### config.mk
export PLATFORM = sky130hd
export DESIGN_NAME = stdp_lif_neuron
export DESIGN_NICKNAME = d
export VERILOG_FILES = /design/src/rtl/neuron_pkg.sv /design/src/rtl/stdp_synapse.sv /design/src/rtl/stdp_lif_neuron.sv
export SDC_FILE = /design/constraint.sdc
export NUM_CORES = 1
export LEC_CHECK = 0
export BUFFER_PORTS_ARGS = -buffer_cell sky130_fd_sc_hd__buf_2
export CORE_ASPECT_RATIO = 0.8
export CORE_UTILIZATION = 35
export DETAILED_ROUTE_END_ITERATION = 6
export PLACE_DENSITY = 0.52
export SKIP_CTS_REPAIR_TIMING = 1
export SKIP_LAST_GASP = 1
export SLEW_MARGIN = 20
export SYNTH_ARGS = -nofsm -noshare
export SYNTH_HDL_FRONTEND = slang
export SYNTH_SLANG_ARGS = --single-unit
### constraint.sdc
create_clock -name clk -period 9.4 [get_ports clk]
set_input_delay 1.88 -clock clk [delete_from_list [all_inputs] [get_ports clk]]
set_output_delay 1.88 -clock clk [all_outputs]
set_load 0.05 [all_outputs]
### src/rtl/neuron_pkg.sv
// Shared state type and arithmetic helpers for the STDP leaky integrate-and-fire neuron.
// Pure package; no timing.
package neuron_pkg;

    typedef enum logic {
        INTEGRATE  = 1'b0,
        REFRACTORY = 1'b1
    } state_e;

    function automatic int clog2(input int n);
        int r;
        r = 0;
        while ((1 << r) < n) r++;
        return r;
    endfunction

    function automatic int trace_max(input int bits);
        return (1 << bits) - 1;
    endfunction

    function automatic logic [31:0] sat_add(input logic [31:0] a, input logic [31:0] b,
                                            input logic [31:0] max);
        logic [32:0] s;
        s = {1'b0, a} + {1'b0, b};
        return (s > {1'b0, max}) ? max : s[31:0];
    endfunction

    function automatic logic [31:0] sat_sub(input logic [31:0] a, input logic [31:0] b);
        return (a > b) ? (a - b) : 32'd0;
    endfunction

endpackage

### src/rtl/stdp_synapse.sv
// One synapse: weight register plus presynaptic trace, updated by pair-based STDP.
// Updates on the enabled edge (1-cycle latency); en low holds weight and trace.
module stdp_synapse
    import neuron_pkg::*;
#(
    parameter int W_BITS     = 4,
    parameter int TRACE_BITS = 3,
    parameter int W_INIT     = 4
) (
    input  logic              clk,
    input  logic              rst_n,
    input  logic              en,
    input  logic              learn,
    input  logic              in_spike_i,
    input  logic              fire_i,
    input  logic              post_trace_nz_i,
    output logic [W_BITS-1:0] weight_o
);
    localparam int TMAX = trace_max(TRACE_BITS);
    localparam int WMAX = trace_max(W_BITS);

    logic [W_BITS-1:0]     w_q, w_d;
    logic [TRACE_BITS-1:0] pre_q, pre_d;

    // Learning looks at the trace value from before this edge, so a spike on the
    // current edge counts through in_spike_i rather than through pre_q.
    always_comb begin
        w_d   = w_q;
        pre_d = pre_q;
        if (en) begin
            pre_d = in_spike_i ? TRACE_BITS'(TMAX)
                               : TRACE_BITS'(sat_sub(32'(pre_q), 32'd1));
            if (learn) begin
                if (fire_i && (pre_q != '0 || in_spike_i))
                    w_d = W_BITS'(sat_add(32'(w_q), 32'd1, 32'(WMAX)));
                else if (!fire_i && in_spike_i && post_trace_nz_i)
                    w_d = W_BITS'(sat_sub(32'(w_q), 32'd1));
            end
        end
    end

    always_ff @(posedge clk or negedge rst_n) begin
        if (!rst_n) begin
            w_q   <= W_BITS'(W_INIT);
            pre_q <= '0;
        end else begin
            w_q   <= w_d;
            pre_q <= pre_d;
        end
    end

    assign weight_o = w_q;

endmodule

### src/rtl/stdp_lif_neuron.sv
// Leaky integrate-and-fire soma with N_IN STDP synapses and a refractory period.
// Inputs at edge k show as spike_out in the following cycle; en low holds all state.
module stdp_lif_neuron
    import neuron_pkg::*;
#(
    parameter int N_IN       = 8,
    parameter int W_BITS     = 4,
    parameter int V_BITS     = 8,
    parameter int THRESH     = 64,
    parameter int LEAK_SHIFT = 3,
    parameter int REFRAC     = 3,
    parameter int TRACE_BITS = 3,
    parameter int W_INIT     = 4
) (
    input  logic                     clk,
    input  logic                     rst_n,
    input  logic                     en,
    input  logic                     learn,
    input  logic [N_IN-1:0]          inputs,
    output logic                     spike_out,
    output logic [V_BITS-1:0]        membrane,
    output logic [N_IN*W_BITS-1:0]   weights
);
    localparam int SUM_BITS = W_BITS + clog2(N_IN);
    localparam int ACC_BITS = ((V_BITS > SUM_BITS) ? V_BITS : SUM_BITS) + 1;
    localparam int CNT_BITS = (clog2(REFRAC + 1) > 0) ? clog2(REFRAC + 1) : 1;
    localparam int TMAX     = trace_max(TRACE_BITS);
    localparam logic [ACC_BITS-1:0] V_MAX = ACC_BITS'((1 << V_BITS) - 1);

    state_e                state_q, state_d;
    logic [V_BITS-1:0]     v_q, v_d;
    logic                  spike_q, spike_d;
    logic [CNT_BITS-1:0]   cnt_q, cnt_d;
    logic [TRACE_BITS-1:0] post_q, post_d;

    logic [W_BITS-1:0]     w_arr [N_IN];
    logic [SUM_BITS-1:0]   sum;
    logic [ACC_BITS-1:0]   acc;
    logic [V_BITS-1:0]     v_next;
    logic                  fire;
    logic                  post_nz;

    always_comb begin
        sum = '0;
        for (int i = 0; i < N_IN; i++)
            if (inputs[i]) sum = sum + SUM_BITS'(w_arr[i]);
    end

    // v - (v >> LEAK_SHIFT) never underflows, so only the top needs clamping.
    always_comb begin
        acc    = ACC_BITS'(v_q) - ACC_BITS'(v_q >> LEAK_SHIFT) + ACC_BITS'(sum);
        v_next = (acc > V_MAX) ? V_BITS'(V_MAX) : V_BITS'(acc);
    end

    assign fire    = en && (state_q == INTEGRATE) && (v_next >= V_BITS'(THRESH));
    assign post_nz = (post_q != '0);

    always_comb begin
        state_d = state_q;
        v_d     = v_q;
        cnt_d   = cnt_q;
        post_d  = post_q;
        spike_d = 1'b0;
        if (en) begin
            post_d = fire ? TRACE_BITS'(TMAX) : TRACE_BITS'(sat_sub(32'(post_q), 32'd1));
            case (state_q)
                INTEGRATE: begin
                    if (fire) begin
                        spike_d = 1'b1;
                        v_d     = '0;
                        cnt_d   = CNT_BITS'(REFRAC);
                        state_d = (REFRAC > 0) ? REFRACTORY : INTEGRATE;
                    end else begin
                        v_d = v_next;
                    end
                end
                REFRACTORY: begin
                    v_d   = '0;
                    cnt_d = cnt_q - CNT_BITS'(1);
                    if (cnt_q <= CNT_BITS'(1)) begin
                        cnt_d   = '0;
                        state_d = INTEGRATE;
                    end
                end
                default: state_d = INTEGRATE;
            endcase
        end
    end

    always_ff @(posedge clk or negedge rst_n) begin
        if (!rst_n) begin
            state_q <= INTEGRATE;
            v_q     <= '0;
            spike_q <= 1'b0;
            cnt_q   <= '0;
            post_q  <= '0;
        end else begin
            state_q <= state_d;
            v_q     <= v_d;
            spike_q <= spike_d;
            cnt_q   <= cnt_d;
            post_q  <= post_d;
        end
    end

    for (genvar g = 0; g < N_IN; g++) begin : g_syn
        stdp_synapse #(
            .W_BITS     (W_BITS),
            .TRACE_BITS (TRACE_BITS),
            .W_INIT     (W_INIT)
        ) u_syn (
            .clk             (clk),
            .rst_n           (rst_n),
            .en              (en),
            .learn           (learn),
            .in_spike_i      (inputs[g]),
            .fire_i          (fire),
            .post_trace_nz_i (post_nz),
            .weight_o        (w_arr[g])
        );
        assign weights[g*W_BITS +: W_BITS] = w_arr[g];
    end

    assign spike_out = spike_q;
    assign membrane  = v_q;

endmodule

=== After elaboration in Yosys (flattened, before gate mapping) ===
Cells that the tools add are included.

* Equal/unequal tests: 1
* Bitwise gates (word level): 1
* Order comparisons: 28
* Add/subtract/negate cells: 35
* Reduce and logical (&&, ||, !) cells: 61
* Muxes and demuxes: 69

{| class="wikitable"
|+ Operators by type and width
! operator !! count
|-
| 4-bit 2-to-1 mux || 33
|-
| 3-bit 2-to-1 mux || 18
|-
| 7-bit by 4-bit adder with 7-bit output || 7
|-
| 7-bit 2-to-1 mux || 7
|-
| 4-bit by 1-bit adder with 5-bit output (second input constant) || 8
|-
| 5-bit by 4-bit > comparator with 1-bit output (second input constant) || 8
|-
| 4-bit by 1-bit > comparator with 1-bit output (second input constant) || 8
|-
| 4-bit by 1-bit subtractor with 4-bit output (second input constant) || 8
|-
| 3-bit by 1-bit > comparator with 1-bit output (second input constant) || 9
|-
| 3-bit nonzero test || 9
|-
| 3-bit by 1-bit subtractor with 3-bit output (second input constant) || 9
|-
| 1-bit logical AND || 26
|-
| 3-bit AND reduction || 8
|-
| 8-bit 2-to-1 mux || 2
|-
| 8-bit one-hot mux with 2 select lines || 1
|-
| 2-bit nonzero test || 8
|-
| 9-bit by 7-bit adder with 9-bit output || 1
|-
| 9-bit by 8-bit > comparator with 1-bit output (second input constant) || 1
|-
| 8-bit by 5-bit subtractor with 9-bit output || 1
|-
| 8-bit by 7-bit >= comparator with 1-bit output (second input constant) || 1
|-
| 1-bit logical OR || 8
|-
| 1-bit 2-to-1 mux || 4
|-
| 2-bit 2-to-1 mux || 2
|-
| 2-bit one-hot mux with 2 select lines || 1
|-
| 7 further kinds || 7
|}

* Logic and storage cells: 216
* Input bits: 12
* Output and inout bits: 41
* Register bits: 71

=== Logic depth before layout (Yosys ltp) ===
Gate-level depths: netlist (run 1).

* Word-level depth: 25
* Depth in mapped cells: 45
* Mapped depth without buffers: 43

=== By module ===
A second synthesis (run 1) with hierarchy kept.

* Cells, all modules: 877
* Area, all modules: 7574.8 sq um

{| class="wikitable"
|+ Modules (own cells, without submodules)
! module !! seq. area each (sq um) !! cells an instance !! times used !! area each (sq um)
|-
| stdp_synapse || 176.4 || 68 || 8 || 594.3
|-
| stdp_lif_neuron || 375.4 || 333 || 1 || 2820.2
|}

=== Worst setup path after synthesis (run 1) ===
Ideal clock, no wire load.

* Path type: in2reg
* Start point: input port inputs[0]
* End point: register g_syn[7].u_syn.w_q[1]
* Cell stages on the path: 41
* Required time: 9.255 ns
* Slack: -1.054 ns
* Arrival: 10.309 ns
* Buffers on the path: 2
* Setup time: 0.145 ns
* Cell sequence: buf_6 > and2_4 > ha_1 > inv_1 > fa_1 > mux2i_1 > inv_1 > fa_1 > nand2_1 > o21ai_0 > fa_1 > mux2i_1 > inv_1 > fa_1 > nand2_1 > o21ai_0 > fa_1 > mux2i_1 > [... 5 more ...] > ha_1 > a21o_1 > a21oi_1 > xnor2_1 > nand2_1 > nand2_1 > a21o_1 > fa_1 > ha_1 > o21ai_0 > o21ai_0 > a211o_1 > o2111ai_1 > buf_4 > o311ai_1 > or3b_2 > nand2_1 > a21oi_1

* Word-level cells in the longest chain between the ends: 25
* Elaborated cells between the ends (all ways): 27
* Classes of those cells: 8 x add/sub; 2 x order compare; 10 x mux; 7 x reduce/logical

{| class="wikitable"
|+ Ends and longest elaborated chain
! what !! RTL line !! text
|-
| start, declared || stdp_lif_neuron.sv:19 || <nowiki>input logic [N_IN-1:0] inputs,</nowiki>
|-
| 4-bit 2-to-1 mux * || stdp_lif_neuron.sv:46 || <nowiki>if (inputs[i]) sum = sum + SUM_BITS'(w_arr[i]);</nowiki>
|-
| 7-bit by 4-bit adder with 7-bit output || stdp_lif_neuron.sv:46 ||
|-
| 7-bit 2-to-1 mux * || stdp_lif_neuron.sv:46 ||
|-
| 7-bit by 4-bit adder with 7-bit output || stdp_lif_neuron.sv:46 ||
|-
| 7-bit 2-to-1 mux * || stdp_lif_neuron.sv:46 ||
|-
| 7-bit by 4-bit adder with 7-bit output || stdp_lif_neuron.sv:46 ||
|-
| 7-bit 2-to-1 mux * || stdp_lif_neuron.sv:46 ||
|-
| 7-bit by 4-bit adder with 7-bit output || stdp_lif_neuron.sv:46 ||
|-
| [... 8 more ...] || -- ||
|-
| 9-bit by 8-bit > comparator with 1-bit output || stdp_lif_neuron.sv:52 || <nowiki>v_next = (acc > V_MAX) ? V_BITS'(V_MAX) : V_BITS'(acc);</nowiki>
|-
| 8-bit 2-to-1 mux * || stdp_lif_neuron.sv:52 ||
|-
| 8-bit by 7-bit >= comparator with 1-bit output * || stdp_lif_neuron.sv:55 || <nowiki>assign fire = en && (state_q == INTEGRATE) && (v_next >= V_BITS'(THRESH));</nowiki>
|-
| 1-bit logical AND * || stdp_lif_neuron.sv:55 ||
|-
| 1-bit logical NOT || stdp_synapse.sv:36 || <nowiki>else if (!fire_i && in_spike_i && post_trace_nz_i)</nowiki>
|-
| 1-bit logical AND (2 in a row) || stdp_synapse.sv:36 ||
|-
| 2-bit nonzero test (no line) || -- ||
|-
| 3-bit AND reduction (no line) || -- ||
|-
| end signal, assigned || stdp_synapse.sv:44 || <nowiki>w_q <= W_BITS'(W_INIT);</nowiki>
|-
| end signal, assigned || stdp_synapse.sv:47 || <nowiki>w_q <= w_d;</nowiki>
|-
| end, declared || stdp_synapse.sv:22 || <nowiki>logic [W_BITS-1:0] w_q, w_d;</nowiki>
|}

Mark *: on every way between the ends. The rest lies on a longest branch, timed or not.
A chain may end at the register's enable or synchronous reset.

=== Worst setup path after layout (run 1) ===
* Start point: input port inputs[0]
* End point: register g_syn[5].u_syn.w_q[3]

* Word-level cells in the longest chain between the ends: 25
* Elaborated cells between the ends (all ways): 27
* Classes of those cells: 8 x add/sub; 2 x order compare; 10 x mux; 7 x reduce/logical

{| class="wikitable"
|+ Ends and longest elaborated chain
! what !! RTL line
|-
| 4-bit 2-to-1 mux * || stdp_lif_neuron.sv:46
|-
| 7-bit by 4-bit adder with 7-bit output || stdp_lif_neuron.sv:46
|-
| 7-bit 2-to-1 mux * || stdp_lif_neuron.sv:46
|-
| 7-bit by 4-bit adder with 7-bit output || stdp_lif_neuron.sv:46
|-
| 7-bit 2-to-1 mux * || stdp_lif_neuron.sv:46
|-
| 7-bit by 4-bit adder with 7-bit output || stdp_lif_neuron.sv:46
|-
| 7-bit 2-to-1 mux * || stdp_lif_neuron.sv:46
|-
| 7-bit by 4-bit adder with 7-bit output || stdp_lif_neuron.sv:46
|-
| [... 8 more ...] || --
|-
| 9-bit by 8-bit > comparator with 1-bit output || stdp_lif_neuron.sv:52
|-
| 8-bit 2-to-1 mux * || stdp_lif_neuron.sv:52
|-
| 8-bit by 7-bit >= comparator with 1-bit output * || stdp_lif_neuron.sv:55
|-
| 1-bit logical AND * || stdp_lif_neuron.sv:55
|-
| 1-bit logical NOT || stdp_synapse.sv:36
|-
| 1-bit logical AND (2 in a row) || stdp_synapse.sv:36
|-
| 2-bit nonzero test (no line) || --
|-
| 3-bit AND reduction (no line) || --
|-
| end signal, assigned || stdp_synapse.sv:44
|-
| end signal, assigned || stdp_synapse.sv:47
|-
| end, declared || stdp_synapse.sv:22
|}

Marks and branches as above.

==> results of run 1 <==
==> placed cells by master (no fill, tap or decap), types with 17 or more instances in the layout <==
cell type	instances
ha_1	75
inv_1	69
a21oi_1	39
buf_2	50
buf_4	90
xnor2_1	19
nor3_1	17
nand2_1	58
nand3_1	21
nor2_1	88
o21ai_0	61
dfrtp_1	63
==> layer usage <==
| metal | part of all wire, % | track usage (%) |
|---|---|---|
| met1 | 51 | 26.8 |
| met2 | 45 | 27.3 |
| met3 | 2.8 | 2.71 |
| met4 | 0.95 | 4.34 |
| met5 | 0 | 0 |
==> registers in the layout, summed over array words and instances (netlist names) <==
| signal | cells |
|---|---|
| g_syn.u_syn.pre_q | 24 |
| spike_out | 1 |
| state_q | 1 |
| g_syn.u_syn.weight_o | 32 |
| membrane | 8 |
| cnt_q | 2 |
| post_q | 3 |
==> critical path, delay by kind of cell <==
| kind | cells | cell delay (ns) |
|---|---|---|
| AND/OR/NAND/NOR | 7 | 0.66 |
| AO/OA/AOI/OAI | 13 | 2.10 |
| buffers and inverters | 9 | 0.94 |
| XOR/XNOR | 1 | 0.14 |
| adder cells (fa/ha/maj) | 10 | 3.97 |
| multiplexers | 3 | 0.60 |
==> how the worst max path moves through the flow <==
stage	end	startpoint
after floorplan	g_syn[6].u_syn.weight_o[2]	inputs[0]
after global placement	g_syn[6].u_syn.weight_o[2]	inputs[0]
after detailed placement	g_syn[2].u_syn.weight_o[2]	inputs[0]
after CTS	g_syn[6].u_syn.weight_o[2]	inputs[0]
after global routing	g_syn[5].u_syn.weight_o[3]	inputs[0]
final	g_syn[5].u_syn.weight_o[3]	inputs[0]
==> synthesized netlist by cell type, types with 4 or more instances <==
library cell	instances
or3_1	5
or2_2	14
mux2i_1	15
fa_1	12
a311oi_1	5
inv_1	72
nor4b_1	14
a21oi_1	53
o21a_1	7
dfstp_2	8
nand3_1	24
nor2b_1	7
nor2_1	89
a32oi_2	6
dfrtp_1	63
nand2_1	64
o22a_1	6
nand4_1	5
clkbuf_1	25
o21ai_1	5
o31ai_1	16
a21o_1	11
o2bb2ai_1	4
o22ai_1	5
and3_1	14
o211ai_1	4
a31oi_1	4
mux2_4	6
o21ai_0	82
nand2b_1	15
a211oi_1	14
nor3_1	20
ha_1	91
nand4b_1	6
mux2_2	9
xor2_1	9
xnor2_1	20
nor4_1	4
==> logic make-up after synthesis <==
kind of cell    synth area share, %
fa+ha+maj                      19.0
mux                            5.01
buf+inv                        5.80
xor+xnor                       3.49
simple gates                   20.1
compound gates                 22.0
flops                          24.6
==> through the flow <==
step / setup slack, ns / instances / utilization [%] / area [sq um]
6_report: -0.620 / 1287 / 48.5 / 9750
5_1_grt: -1.05 / 1287 / 48.5 / 9750
4_1_cts: -0.594 / 1260 / 44.8 / 8990
3_5_place_dp: -0.907 / 1244 / 43.1 / 8670
3_3_place_gp: -0.933 / 1244 / 43.1 / 8670
2_1_floorplan: -0.435 / 881 / - / 7610
==> cell type report <==
class                   count  share of cell area (%)
clock inverters             5                   0.834
clock buffers              11                    2.49
inverters                  74                    2.98
well taps                 264                    3.39
repair buffers            159                    12.1
flip-flops and latches     71                    18.3
multi-input cells         703                    59.9
==> results.md, run 1 <==
* H-tree depth at 3
* Total Routed Length at 19.6 mm
* Die width at 163 um
* Worst reg-to-reg setup slack at 0.44 ns
* Crit-path most repeated cell: fa_1
* RSZ-0062 raised after global routing: true
* Worst path arrival time at 10.25 ns
* Slew Limit Fails at 0
* Initial core utilization at 36.2%
* Layout Nets at 1133
* Core area at 20100 sq um
* Largest cells by area after synthesis: dfrtp_1 (22%), ha_1 (16%), o21ai_0 (5.6%)
* Vias in the first global route at 6071
* # fillers at 1900
* Status: complete, but fails checks
* Layout cells sized above 1 at 32.0%
* Num CTS Buffers at 9
* Worst hold margin at 0.528 ns
* Synth area leader: dfrtp_1
* Area Growth Syn to Fin at 34.1%
* Routed length per instance at 15.3 um
* Vias at 6704
* Clock latency on the worst-skew pair at 0.35 ns
* Hold Path Sink: g_syn[3].u_syn.pre_q[2]
* # IOs at 53
* GRT Util Overall at 18.1%
* Vias/cell at 5.21
* Hold Crit Depth at 2
* Seq/Total Area, Yosys at 24.6%
* Yosys reg bits at 71
* Tcrit/Tclk final at 107%
* Cell variety after synth at 72
* Post-DP HPWL at 13.6 mm
* Clock skew at 0.00743 ns
* Inserted Diodes at 0
* First-pass GRT wire length at 30.6 mm
* Final Hold Vio Count at 0
* Critical Path RT at 9.63 ns
* DR DRC count at 0
* CP Launch Type: input pin
* DR pass1 iterations at 4
* Drt first-iter violations at 367
* Top FF cell, synth: dfrtp_1
* Synth Net Count at 996
* IO buf count at 52
* Syn Inst Count at 881
* Final Worst Setup Slack at -0.620 ns
* Multi-input gate area at 5840 sq um
* CP max FO at 6
* Tmin final at 10.02 ns
* CTS tree: done
* Fmax achieved at 99.8 MHz
* Number of synthesized flops with an enable pin at 0
* Initial antenna violation count at 0
* Post-Syn Area at 7270 sq um
* Flip-flop and latch area at 1790 sq um
* Gp weighted congestion at 0.796
* Worst flop-to-flop path startpoint: g_syn[0].u_syn.weight_o[0]
* Critical path's slowest cell: fa_2
* YS warnings at 0
* Number of max-cap violations at 0
* Slew @ Worst Pin at 0.610 ns
* Share of the synthesized area in the top cell type at 21.7%
* Root buf cell: clkbuf_16
* Violated checks: negative setup slack
* Worst slew margin at 59.3%
* Worst-path clk slew at 0.06 ns
* Mean Syn Cell Area at 8.25 sq um
* Setup-failing EPs final at 41
* Crit end category: flop
* Setup TNS at -18.55 ns
* Ys async rst share at 100%
* Cell row count at 46
* Final ANT Viol Nets at 0
* R2r worst-path depth at 42
* Worst Hold Class: reg -> reg
* Worst r2r dst: g_syn[5].u_syn.weight_o[3]
* Worst-case clock buffer depth at 2
* Die height at 131 um
* CTS sink cnt at 71
* Crit Path Category: in -> reg
* Gr ovfl total at 0
* Pin count of the biggest net entering global routing at 61
* Hold_sp: g_syn[3].u_syn.pre_q[2]
* Die Area at 21400 sq um
* CP peak stage delay at 0.55 ns
Power of run 1 is left out: the tool's default activity adds up to more than one toggle a clock period on the data nets, which glitch-free logic cannot reach.
==> inputs of run 2 (changes only) <==
--- a/config.mk
+++ b/config.mk
@@ -5,6 +5,7 @@
 export SDC_FILE = /design/constraint.sdc
 export NUM_CORES = 1
 export LEC_CHECK = 0
+export ABC_AREA = 1
 export BUFFER_PORTS_ARGS = -buffer_cell sky130_fd_sc_hd__buf_2
 export CORE_ASPECT_RATIO = 0.8
 export CORE_UTILIZATION = 35
==> run 2 against run 1 <==
Die area decreased by 0.22%; clock skew about the same; largest cell class unchanged; the flow still finishes with violations (negative setup slack); core utilization decreased by 2.4 points; critical path type unchanged; via count increased by 3.6%.
==> results.md, run 2 <==
* Drt first-iter violations at 331 (-9.8%)
* Post-Syn Area at 7250 sq um (-0.22%)
* Post-DP HPWL at 13.6 mm (-0.37%)
* Largest cells by area after synthesis: dfrtp_1 (22%), ha_1 (16%), nand2_1 (15%)
* Die width at 163 um (-0.11%)
* Fmax achieved at 105 MHz (+5.6%)
* Clock latency on the worst-skew pair at 0.35 ns (about the same)
* CTS sink cnt at 71 (unchanged)
* Worst slew margin at 34.9% (-24 points)
* Crit end category: flop
* Final non-filler cell total at 1453 (+13%)
* Worst flop-to-flop path startpoint: g_syn[0].u_syn.weight_o[0]
* Final Hold Vio Count at 0 (unchanged)
* Cell variety after synth at 44 (-39%)
* Hold_sp: post_q[1]
* DR DRC count at 0 (unchanged)
* Largest register FFs at 32 (unchanged)
* Slew @ Worst Pin at 0.977 ns (+0.367 ns)
* Most common cell in the netlist: nand2_1
* Post-synth top cells: nand2_1 (282), inv_1 (153), ha_1 (93), o21ai_0 (84), nand3_1 (81)
* RSZ-0062 raised after global routing: true
* Setup TNS at -1.01 ns (+17.55 ns)
* Synth area leader: dfrtp_1
* Gr ovfl total at 0 (unchanged)
* Gp weighted congestion at 0.801 (+0.69%)
* Worst path arrival time at 9.71 ns (-0.54 ns)
* Hold Crit Depth at 2 (unchanged)
* Tmin final at 9.49 ns (-0.535 ns)
* Inserted Diodes at 0 (unchanged)
* Worst-path clk slew at 0.06 ns (about the same)
* Area Growth Syn to Fin at 27.7%
* Core area at 20100 sq um (unchanged)
* Top FF cell, synth: dfrtp_1
* Root buf cell: clkbuf_16
* Vias in the first global route at 6246 (+2.9%)
* Slew Limit Fails at 0 (unchanged)
* CP max FO at 9 (+3)
* Crit-path most repeated cell: nand2_1
* Share of the synthesized area in the top cell type at 21.7% (+0.049 points)
* Core Util, Final at 46.1% (-2.4 points)
* Total Routed Length at 18.9 mm (-4.0%)
* Initial antenna violation count at 0 (unchanged)
* Clock skew at 0.00717 ns (-0.000264 ns)
* Number of synthesized flops with an enable pin at 0 (unchanged)
* Worst hold margin at 0.513 ns (-0.0152 ns)
* Crit Path Category: in -> reg
* H-tree depth at 3 (unchanged)
* Seq/Total Area, Yosys at 24.6% (+0.055 points)
* Mean Syn Cell Area at 6.99 sq um (-15%)
* Setup-failing EPs final at 23 (-44%)
* Num CTS Buffers at 9 (unchanged)
* Die Area at 21300 sq um (-0.22%)
* Tcrit/Tclk final at 101% (-5.7 points)
* Final Worst Setup Slack at -0.0851 ns (+0.535 ns)
* Yosys reg bits at 71 (unchanged)
* Number of max-cap violations at 0 (unchanged)
* Layout cells sized above 1 at 23.6% (-8.3 points)
* Syn Inst Count at 1038 (+18%)
* Leading cell type in the layout, fill and taps excluded: nand2_1
* Cell row count at 46 (unchanged)
* Status: complete, but fails checks
* YS warnings at 0 (unchanged)
* CP peak stage delay at 0.43 ns (-0.12 ns)
* # fillers at 2016 (+6.1%)
* Violated checks: negative setup slack
* DR pass1 iterations at 7 (+3)
* Final ANT Viol Nets at 0 (unchanged)
* Commonest cells after routing, fill and taps aside: nand2_1 (268), inv_1 (145), buf_4 (90)
* Critical path's slowest cell: fa_2
* Vias at 6943 (+3.6%)
* # IOs at 53 (unchanged)
* CTS tree: done
* Synth Net Count at 1155 (+16%)
* Worst-case clock buffer depth at 2 (unchanged)
* Routed length per instance at 13.0 um (-15%)
* Placed cell count at 1423 (+14%)
* R2r worst-path depth at 54 (+29%)
* Pin count of the biggest net entering global routing at 72 (+18%)
* CP Launch Point: inputs[0]
* Die height at 131 um (-0.11%)
* Layout Nets at 1301 (+15%)
* Worst Hold Class: reg -> reg
* First-pass GRT wire length at 30.0 mm (-2.2%)
* Vias/cell at 4.78 (-8.3%)
* Ys async rst share at 100% (unchanged)
* Initial core utilization at 36.1% (-0.081 points)
* IO buf count at 52 (unchanged)
* GRT Util Overall at 17.7% (-0.38 points)
* CP Launch Type: input pin
* Critical Path RT at 9.63 ns (about the same)
-- run 2: cell type report --
type	count	area [sq um]	share of cell area [%]
Timing Repair inverter	2	22.5	0.243
Timing Repair Buffer	148	1020	11.0
Clock buffer	13	260	2.81
Sequential cell	71	1790	19.3
Multi-Input combinational cell	792	5170	55.8
Clock inverter	3	65.1	0.702
Tap cell	264	330	3.56
Inverter	160	613	6.62
-- run 2: kinds of logic after synthesis --
kind of cell	after synthesis	synth area share (%)
muxes	1	0.138
buffers and inverters	175	9.40
DFF	71	24.6
and+or+nand+nor	474	27.9
AOI/OAI and AO/OA	187	15.5
adders and majority gates	105	19.4
xor gates and xnor gates	25	3.02
-- run 2: final timing paths --
kind                                              end  slack [ns]
min reg2reg                                 post_q[1]        0.51
min in group asynchronous  g_syn[1].u_syn.weight_o[1]        1.69
max                        g_syn[0].u_syn.weight_o[0]       -0.09
max in group asynchronous  g_syn[5].u_syn.weight_o[0]        7.07
min                                         post_q[1]        0.51
max reg2reg                g_syn[0].u_syn.weight_o[0]        1.02
-- run 2: metal layers --
metal	routed length, um	up-vias	global-route usage [%]
met5	0	-	0
met4	158	0	4.23
met3	520	11	2.90
met2	8230	79	27.3
met1	9950	3172	25.7
li1	-	3681	-
-- run 2: critical path: cells and delay by family --
kind | cells | cell delay (ns)
AOI/OAI and AO/OA | 9 | 1.18
xor gates and xnor gates | 2 | 0.35
adders and majority gates | 10 | 2.79
buffers and inverters | 10 | 0.74
and+or+nand+nor | 24 | 2.73
-- run 2: stage by stage --
step | instance area (sq um) | worst slack (ns)
after floorplan | 7390 | -0.248
after global placement | 8520 | -0.797
after detailed placement | 8520 | -0.790
after CTS | 8840 | -0.451
after global routing | 9270 | -0.549
final | 9270 | -0.0851
Power of run 2 is left out for the same reason.
==> inputs of run 3 (changes only) <==
--- a/config.mk
+++ b/config.mk
@@ -8,9 +8,9 @@
 export ABC_AREA = 1
 export BUFFER_PORTS_ARGS = -buffer_cell sky130_fd_sc_hd__buf_2
 export CORE_ASPECT_RATIO = 0.8
-export CORE_UTILIZATION = 35
+export CORE_UTILIZATION = 45
 export DETAILED_ROUTE_END_ITERATION = 6
-export PLACE_DENSITY = 0.52
+export PLACE_DENSITY = 0.64
 export SKIP_CTS_REPAIR_TIMING = 1
 export SKIP_LAST_GASP = 1
 export SLEW_MARGIN = 20
==> run 3 against run 2 <==
Critical path depth rose by 1; final cell count fell by 3.7%; sequential cell count unchanged; cell area down 0.34%; the run still ends with negative setup slack left; critical endpoint is now g_syn[6].u_syn.weight_o[3].
==> results.md, run 3 (same netlist as run 2, synthesis figures left out) <==
* Worst Hold Class: reg -> reg
* DR DRC count at 0 (unchanged)
* Post-DP HPWL at 12.9 mm (-5.1%)
* Worst-path clk slew at 0.06 ns (about the same)
* Initial core utilization at 46.1% (+9.9 points)
* H-tree depth at 3 (unchanged)
* Clock skew at 0.0101 ns (+0.00289 ns)
* Critical Path RT at 9.63 ns (about the same)
* Area Growth Syn to Fin at 27.3%
* Violated checks: negative setup slack
* Final Hold Vio Count at 0 (unchanged)
* Largest register FFs at 32 (unchanged)
* Worst flop-to-flop path startpoint: g_syn[0].u_syn.weight_o[0]
* Tcrit/Tclk final at 101% (-0.26 points)
* Num CTS Buffers at 9 (unchanged)
* CTS sink cnt at 71 (unchanged)
* Layout cells sized above 1 at 24.8% (+1.2 points)
* Gp weighted congestion at 0.861 (+7.5%)
* Layout Nets at 1296 (-0.38%)
* Cell row count at 41 (-11%)
* IO buf count at 52 (unchanged)
* CP bufs+invs at 11 (+1)
* Vias in the first global route at 6392 (+2.3%)
* Total Routed Length at 18.0 mm (-4.6%)
* Vias at 7004 (+0.88%)
* Die width at 144 um (-12%)
* CP max FO at 6 (-3)
* Clock latency on the worst-skew pair at 0.35 ns (about the same)
* Routed length per instance at 12.9 um (-0.88%)
* CP peak stage delay at 0.52 ns (+0.09 ns)
* Number of max-cap violations at 0 (unchanged)
* # IOs at 53 (unchanged)
* Drt first-iter violations at 371 (+12%)
* Worst hold margin at 0.507 ns (-0.00603 ns)
* Root buf cell: clkbuf_16
* CTS tree: done
* Slew @ Worst Pin at 0.971 ns (-0.00632 ns)
* Die Area at 16600 sq um (-22%)
* Hold Crit Depth at 2 (unchanged)
* Hold Path Sink: g_syn[0].u_syn.pre_q[2]
* Fmax achieved at 106 MHz (+0.25%)
* DR pass1 iterations at 5 (-2)
* R2r worst-path depth at 55 (+1.9%)
* Worst r2r dst: g_syn[6].u_syn.weight_o[3]
* Initial antenna violation count at 0 (unchanged)
* GRT Util Overall at 22.2% (+4.4 points)
* Worst path arrival time at 9.70 ns (about the same)
* Worst slew margin at 35.1% (+0.26 points)
* CP Launch Type: input pin
* Pin count of the biggest net entering global routing at 72 (unchanged)
* Tmin final at 9.46 ns (-0.0240 ns)
* Inserted Diodes at 0 (unchanged)
* Crit Path Category: in -> reg
* Commonest cells after routing, fill and taps aside: nand2_1 (263), inv_1 (146), buf_4 (84)
* Stages on worst setup path at 56 (+1.8%)
* Worst-case clock buffer depth at 2 (unchanged)
* Worst reg-to-reg setup slack at 1.03 ns (about the same)
* Die height at 116 um (-12%)
* Hold_sp: g_syn[0].u_syn.pre_q[2]
* Vias/cell at 5.01 (+4.8%)
* Status: complete, but fails checks
* Slew Limit Fails at 0 (unchanged)
* Final Worst Setup Slack at -0.0611 ns (+0.0240 ns)
* Critical path's slowest cell: fa_2
* First-pass GRT wire length at 29.3 mm (-2.3%)
* Core area at 15700 sq um (-22%)
* Setup TNS at -0.484 ns (+0.522 ns)
* Crit end category: flop
* Final ANT Viol Nets at 0 (unchanged)
* Gr ovfl total at 0 (unchanged)
* Crit-path most repeated cell: nand2_2
* Setup-failing EPs final at 19 (-17%)
* Leading cell type in the layout, fill and taps excluded: nand2_1
* RSZ-0062 raised after global routing: true
* Crit-path leading delay family: adder cells
[run 3: cell count changes in the layout (fill, tap and decap cells not counted), moves of 3 or more]
cell / delta
nand3_2: +4
nand2_2: +4
o21ai_0: +4
o21ai_1: -13
buf_4: -6
nand3_1: -4
clkinv_4: +3
o21ai_2: +9
nand2_1: -5
[run 3: metrics by stage]
step                setup slack (ns)  std cells  area, sq um  util [%]
floorplan                     -0.248       1038         7390         -
global placement              -0.583       1372         8440      53.6
detailed placement            -0.791       1372         8440      53.6
CTS                           -0.439       1388         8740      55.5
global route                  -0.429       1399         9240      58.6
finish                       -0.0611       1399         9240      58.6
[run 3: per-layer routing]
| layer | wire, um | GRT usage (%) | up-vias |
|---|---|---|---|
| met5 | 0 | 0 | - |
| met2 | 7750 | 34.8 | 117 |
| li1 | - | - | 3677 |
| met3 | 827 | 3.72 | 24 |
| met1 | 9180 | 31.4 | 3186 |
| met4 | 244 | 5.74 | 0 |
[run 3: worst max path at each step]
stage	from	to	slack, ns
2_1_floorplan	inputs[0]	g_syn[3].u_syn.weight_o[1]	-0.25
3_3_place_gp	inputs[0]	g_syn[4].u_syn.weight_o[2]	-0.58
3_5_place_dp	inputs[0]	g_syn[2].u_syn.weight_o[2]	-0.79
4_1_cts	inputs[0]	g_syn[5].u_syn.weight_o[0]	-0.44
5_1_grt	inputs[0]	g_syn[6].u_syn.weight_o[1]	-0.43
6_report	inputs[0]	g_syn[6].u_syn.weight_o[3]	-0.06
[run 3: layout make-up]
type                            instances  area (sq um)
Clock inverter                          7          73.8
Sequential cell                        71          1790
Inverter                              160           613
Tap cell                              215           269
Timing Repair Buffer                  144          1010
Clock buffer                            9           225
Multi-Input combinational cell        792          5240
Fill cell                            1494          6510
Timing Repair inverter                  1          16.3
[run 3: worst reg2reg max path: cells and delay by family, from the launching register on]
| kind | cells | cell delay, ns |
|---|---|---|
| AND/OR/NAND/NOR | 27 | 2.83 |
| AO/OA/AOI/OAI | 7 | 1.04 |
| buffers and inverters | 10 | 0.73 |
| XOR/XNOR | 1 | 0.15 |
| adder cells (fa/ha/maj) | 10 | 3.01 |
| flip-flops | 1 | 0.48 |
Power of run 3 is left out for the same reason.
